<file path="config.mk">
export PLATFORM = sky130hd
export DESIGN_NAME = qspi_target
export DESIGN_NICKNAME = d
export VERILOG_FILES = /design/src/rtl/qspi_pkg.sv /design/src/rtl/qspi_target_shift.sv /design/src/rtl/qspi_target.sv
export SDC_FILE = /design/constraint.sdc
export NUM_CORES = 1
export LEC_CHECK = 0
export BUFFER_PORTS_ARGS = -buffer_cell sky130_fd_sc_hd__buf_2
export CAP_MARGIN = 20
export CORE_ASPECT_RATIO = 0.5
export CORE_MARGIN = 10
export CORE_UTILIZATION = 64
export CTS_CLUSTER_SIZE = 40
export DETAILED_ROUTE_END_ITERATION = 6
export GPL_TIMING_DRIVEN = 0
export PLACE_DENSITY = 0.86
export SYNTH_ARGS = -nofsm -noshare
export SYNTH_HDL_FRONTEND = slang
export SYNTH_SLANG_ARGS = --single-unit
</file>
<file path="constraint.sdc">
create_clock -name clk -period 4.08 [get_ports clk]
set_clock_uncertainty 0.15 [all_clocks]
set_input_delay 0.816 -clock clk [delete_from_list [all_inputs] [get_ports clk]]
set_output_delay 0.816 -clock clk [all_outputs]
set_load 0.03 [all_outputs]
</file>
<file path="src/rtl/qspi_pkg.sv">
// Shared types and constants for the QSPI memory responder.
package qspi_pkg;

    typedef enum logic [2:0] {
        ST_IDLE,
        ST_CMD,
        ST_ADDR,
        ST_DUMMY,
        ST_RDATA,
        ST_WDATA,
        ST_IGNORE
    } state_t;

    localparam logic [7:0] QSPI_CMD_READ  = 8'hEB;
    localparam logic [7:0] QSPI_CMD_WRITE = 8'h38;
    localparam int         ADDR_NIBS      = 6;

endpackage

</file>
<file path="src/rtl/qspi_target_shift.sv">
// Nibble shift register, MSB-first, with a strobe on the second nibble of each byte.
module qspi_target_shift
    import qspi_pkg::*;
#(
    parameter int W = ADDR_NIBS * 4
) (
    input  logic         clk_i,
    input  logic         reset_i,
    input  logic         clr_i,
    input  logic         en_i,
    input  logic [3:0]   nib_i,
    output logic [W-1:0] shift_o,
    output logic         byte_done_o
);

    logic [W-1:0] sr_q;
    logic         half_q;

    // Look-ahead value already includes the nibble being captured this edge.
    assign shift_o     = {sr_q[W-5:0], nib_i};
    assign byte_done_o = en_i & half_q;

    always_ff @(posedge clk_i) begin
        if (reset_i || clr_i) begin
            sr_q   <= '0;
            half_q <= 1'b0;
        end else if (en_i) begin
            sr_q   <= shift_o;
            half_q <= ~half_q;
        end
    end

endmodule

</file>
<file path="src/rtl/qspi_target.sv">
// Quad-SPI memory responder: quad read with dummy cycles and prefetch, quad write,
// fronting a synchronous byte memory. SCK is clk; one nibble per edge while cs_n is low.
module qspi_target
    import qspi_pkg::*;
#(
    parameter int         PA        = 24,
    parameter int         DUMMY     = 4,
    parameter logic [7:0] CMD_READ  = QSPI_CMD_READ,
    parameter logic [7:0] CMD_WRITE = QSPI_CMD_WRITE
) (
    input  logic          clk,
    input  logic          reset,
    input  logic          cs_n,
    input  logic [3:0]    sio_in,
    output logic [3:0]    sio_out,
    output logic [3:0]    sio_oe,
    output logic          mem_req,
    output logic          mem_we,
    output logic [PA-1:0] mem_addr,
    output logic [7:0]    mem_wdata,
    input  logic [7:0]    mem_rdata,
    output logic          busy,
    output logic          bad_cmd
);

    localparam int         SW         = ADDR_NIBS * 4;
    localparam logic [3:0] ADDR_LAST  = 4'(ADDR_NIBS - 1);
    localparam logic [3:0] DUMMY_LAST = 4'(DUMMY - 1);

    state_t        state_q, state_d;
    logic [3:0]    cnt_q, cnt_d;
    logic [7:0]    op_q, op_d;
    logic [PA-1:0] addr_q, addr_d;
    logic [7:0]    cur_q, cur_d;
    logic [7:0]    pre_q, pre_d;
    logic          hi_q, hi_d;
    logic          rd_ack_q, rd_ack_d;
    logic [3:0]    sio_out_q, sio_out_d;
    logic [3:0]    sio_oe_q, sio_oe_d;
    logic          mem_req_q, mem_req_d;
    logic          mem_we_q, mem_we_d;
    logic [PA-1:0] mem_addr_q, mem_addr_d;
    logic [7:0]    mem_wdata_q, mem_wdata_d;
    logic          busy_q, busy_d;
    logic          bad_cmd_q, bad_cmd_d;

    logic [SW-1:0] shift_val;
    logic          byte_done;
    logic [PA-1:0] full_addr;
    logic [7:0]    nxt_byte;
    logic          load;

    qspi_target_shift #(.W(SW)) u_shift (
        .clk_i       (clk),
        .reset_i     (reset),
        .clr_i       (cs_n),
        .en_i        (~cs_n),
        .nib_i       (sio_in),
        .shift_o     (shift_val),
        .byte_done_o (byte_done)
    );

    assign full_addr = shift_val[PA-1:0];
    // rd_ack_q marks the one cycle in which mem_rdata answers our last read.
    assign nxt_byte  = rd_ack_q ? mem_rdata : pre_q;

    always_comb begin
        state_d     = state_q;
        cnt_d       = cnt_q;
        op_d        = op_q;
        addr_d      = addr_q;
        cur_d       = cur_q;
        pre_d       = pre_q;
        hi_d        = hi_q;
        rd_ack_d    = mem_req_q & ~mem_we_q;
        sio_out_d   = sio_out_q;
        sio_oe_d    = sio_oe_q;
        mem_req_d   = 1'b0;
        mem_we_d    = 1'b0;
        mem_addr_d  = mem_addr_q;
        mem_wdata_d = mem_wdata_q;
        bad_cmd_d   = bad_cmd_q;
        load        = 1'b0;

        if (cs_n) begin
            state_d   = ST_IDLE;
            sio_oe_d  = '0;
            sio_out_d = '0;
            rd_ack_d  = 1'b0;
            hi_d      = 1'b0;
        end else begin
            case (state_q)
                ST_IDLE: state_d = ST_CMD;
                ST_CMD: begin
                    op_d    = shift_val[7:0];
                    cnt_d   = '0;
                    state_d = ST_ADDR;
                end
                ST_ADDR: begin
                    if (cnt_q == ADDR_LAST) begin
                        cnt_d = '0;
                        if (op_q == CMD_READ) begin
                            state_d    = ST_DUMMY;
                            mem_req_d  = 1'b1;
                            mem_addr_d = full_addr;
                            addr_d     = full_addr + PA'(1);
                        end else if (op_q == CMD_WRITE) begin
                            state_d = ST_WDATA;
                            addr_d  = full_addr;
                        end else begin
                            bad_cmd_d = 1'b1;
                            state_d   = ST_IGNORE;
                        end
                    end else begin
                        cnt_d = cnt_q + 4'd1;
                    end
                end
                ST_DUMMY: begin
                    if (rd_ack_q) pre_d = mem_rdata;
                    if (cnt_q == DUMMY_LAST) begin
                        load    = 1'b1;
                        state_d = ST_RDATA;
                    end else begin
                        cnt_d = cnt_q + 4'd1;
                    end
                end
                ST_RDATA: begin
                    if (hi_q) begin
                        sio_out_d = cur_q[3:0];
                        hi_d      = 1'b0;
                    end else begin
                        load = 1'b1;
                    end
                end
                ST_WDATA: begin
                    if (byte_done) begin
                        mem_req_d   = 1'b1;
                        mem_we_d    = 1'b1;
                        mem_addr_d  = addr_q;
                        mem_wdata_d = shift_val[7:0];
                        addr_d      = addr_q + PA'(1);
                    end
                end
                ST_IGNORE: state_d = ST_IGNORE;
                default:   state_d = ST_IDLE;
            endcase

            // Present a new byte's high nibble and prefetch the one after it.
            if (load) begin
                cur_d      = nxt_byte;
                sio_out_d  = nxt_byte[7:4];
                sio_oe_d   = 4'hF;
                hi_d       = 1'b1;
                mem_req_d  = 1'b1;
                mem_addr_d = addr_q;
                addr_d     = addr_q + PA'(1);
            end
        end

        busy_d = (state_d != ST_IDLE);
    end

    always_ff @(posedge clk) begin
        if (reset) begin
            state_q     <= ST_IDLE;
            cnt_q       <= '0;
            op_q        <= '0;
            addr_q      <= '0;
            cur_q       <= '0;
            pre_q       <= '0;
            hi_q        <= 1'b0;
            rd_ack_q    <= 1'b0;
            sio_out_q   <= '0;
            sio_oe_q    <= '0;
            mem_req_q   <= 1'b0;
            mem_we_q    <= 1'b0;
            mem_addr_q  <= '0;
            mem_wdata_q <= '0;
            busy_q      <= 1'b0;
            bad_cmd_q   <= 1'b0;
        end else begin
            state_q     <= state_d;
            cnt_q       <= cnt_d;
            op_q        <= op_d;
            addr_q      <= addr_d;
            cur_q       <= cur_d;
            pre_q       <= pre_d;
            hi_q        <= hi_d;
            rd_ack_q    <= rd_ack_d;
            sio_out_q   <= sio_out_d;
            sio_oe_q    <= sio_oe_d;
            mem_req_q   <= mem_req_d;
            mem_we_q    <= mem_we_d;
            mem_addr_q  <= mem_addr_d;
            mem_wdata_q <= mem_wdata_d;
            busy_q      <= busy_d;
            bad_cmd_q   <= bad_cmd_d;
        end
    end

    assign sio_out   = sio_out_q;
    assign sio_oe    = sio_oe_q;
    assign mem_req   = mem_req_q;
    assign mem_we    = mem_we_q;
    assign mem_addr  = mem_addr_q;
    assign mem_wdata = mem_wdata_q;
    assign busy      = busy_q;
    assign bad_cmd   = bad_cmd_q;

endmodule

</file>
==> qor.csv <==
metric;value;unit
grt-ovfl-total;0;
antenna_left;0;
clk_pin_slew;0.05;ns
wl_per_cell;19.6;um
hold_slack;0.286;ns
clk_latency;0.43;ns
syn_area_per_cell;8.19;um^2
reg2regPathDepth;9;
hp-class;reg -> reg;
drc;0;
syn_inst;701;
finalHoldViolCount;0;
drtIter0Drc;670;
yosysWarnings;0;
ys_top_cells_by_area;dfxtp_1 (40%), nand2_1 (7.6%), nor2_1 (5.2%);
synthAdderAreaFrac;0.872;%
peakVddDrop;500;uV
grt_max_degree;17;
post-route-period-util;71.1;%
numCtsBuffers;17;
finalNonFillerCells;902;
slew_headroom;39.5;%
diodes;0;
grt_pass1_vias;5539;
nets;793;
slew_viol_final;0;
netlist.area_leader.share;40.1;%
rsz0062_at_grt;no;
clock_path_buffers;2;
h-tree-depth;4;
drt-total-wl;17700;um
hpwl;12000;um
rows;24;
core;8710;um^2
startpoint_type;input pin;
cp-startpoint;sio_in[1];
fmax;0.344;GHz
grt_pass1_wl;28600;um
ys_seq_area_share;40.1;%
track_usage;26.2;%
placed_area;6160;um^2
drive_gt1_share;16.9;%
p_leak;2.48;nW
vias;5786;
drt_pass1_iterations;5;
synth_xor_area_share;3.51;%
syn_to_final_growth;17.1;%
antenna_found_initial;0;
r2r_end;addr_q[4];
p_per_area;398;nW/um^2
port_buffers;54;
post_cts_buffers;0;
rr_startpoint;cnt_q[0];
vias_per_cell;6.41;
root_buffer;clkbuf_16;
synthArstFlopShare;0;%
setup.worst_path.class;in -> reg;
synth_seq_cells;115;
die_w;154;um
synth-edff-count;0;
place_inst;872;
ctsHoldBuffers;0;
gp_congestion;0.942;
period_needed;2.90;ns
cts.repair.resized;0;
path_max_fanout;8;
final_common_cell;nand2_1;
fp.dieH;87.0;um
synth_ff_type;dfxtp_1;
synth-compound-area-share;20.5;%
status;finished clean;
synth_mux_area_share;2.79;%
setup-violations-final;0;
dieArea;13400;um^2
final_cell_mix;nand2_1 (117), dfxtp_1 (115), nor2_1 (79);
hold_path_startpoint;u_shift.half_q;
finalPower;2.68;mW
critical_path_required;4.25;ns
finalSetupTns;0;ns
crit_arrival;3.07;ns
clkSinkCount;115;
final_area;6730;um^2
synth_simple_gate_area_share;26.9;%
min_path_cells;1;
cts_tree;yes;
synth_top_area_cell;dfxtp_1;
max_slew.worst_pin.slew;0.901;ns
endpoint_kind;register;
start_util;65.9;%
io_pins;59;
r2r_slack;1.21;ns
syn-cell-area;5740;um^2
synth.distinct_cells;73;
min_to;u_shift.half_q;
synth_nets;720;
synth_top_family_by_area;simple AND/OR/NAND/NOR gates;
drv_cap;0;
## metal layers
layer	share of wire [%]	wire length (um)	up-vias	GRT usage (%)
li1	-	-	2657	-
met1	40	6990	2681	31.8
met2	44	7800	372	40.7
met3	12	2150	76	9.07
met4	4.0	712	0	13.3
met5	0	0	-	0
## metrics by stage
step / setup slack, ns / util [%]
CTS: 1.27 / 77.2
global placement: 0.926 / 70.7
global route: 1.01 / 77.2
floorplan: 1.48 / -
finish: 1.18 / 77.2
detailed placement: 0.863 / 70.7
## logic make-up (layout without fill, tap and decap cells)
logic type / Yosys count / after routing
flops: 115 / 115
mux: 16 / 16
xor+xnor: 23 / 23
fa+ha+maj: 4 / 4
compound gates: 154 / 154
buf+inv: 63 / 147
simple gates: 326 / 326
## registers in the layout, indices dropped and copies added (netlist names)
signal,count
sio_oe,1
mem_req,1
mem_we,1
cnt_q,4
addr_q,24
hi_q,1
mem_wdata,8
u_shift.half_q,1
pre_q,8
u_shift.sr_q,20
state_q,3
mem_addr,24
busy,1
rd_ack_q,1
cur_q,4
op_q,8
sio_out,4
bad_cmd,1
## area by class of cell
type                    instances  area [um^2]
plain buffers                  50          262
clock buffers                  20          457
clock inverters                10          110
fillers                       639         1980
inverters                      13         48.8
multi-input cells             523         3130
flip-flops and latches        115         2300
well taps                     117          146
repair buffers                 54          270
## cells in the mapped netlist (7+ instances only)
cell type and instances:
nand2_1 117, dfxtp_1 115, nor2_1 79, a21oi_1 47
a311oi_1 26, clkbuf_1 25, nor3_1 24, nand3_1 22
and2_1 20, mux2i_1 16, o21ai_0 16, xor2_1 15
nand4_1 13, inv_1 12, buf_2 10, and3_1 9
buf_4 8, xnor2_1 8, nor4_1 7
## worst max path at each step
| stage | end | slack [ns] | depth (start not counted) |
|---|---|---|---|
| after floorplan | addr_q[11] | 1.48 | 7 |
| after global placement | addr_q[22] | 0.93 | 8 |
| after detailed placement | addr_q[22] | 0.86 | 8 |
| after CTS | addr_q[4] | 1.27 | 9 |
| after global routing | addr_q[18] | 1.01 | 8 |
| final | addr_q[18] | 1.18 | 8 |
## critical path, stage by stage
cell	delay [ns]
buf_2	0.22
ha_1	0.22
and4_1	0.31
nand4_1	0.35
nor4_1	0.36
xnor2_1	0.25
o21ai_0	0.17
a2111oi_2	0.37
## power breakdown
part | switching [mW] | leakage (nW) | internal, mW | total [mW]
sequential | 0.00870 | 0.928 | 1.13 | 1.14
combinational | 0.0602 | 1.28 | 0.0235 | 0.0837
clock | 0.540 | 0.270 | 0.916 | 1.46
total | 0.608 | 2.48 | 2.07 | 2.68
No activity file was read; power rests on OpenSTA's default activity.
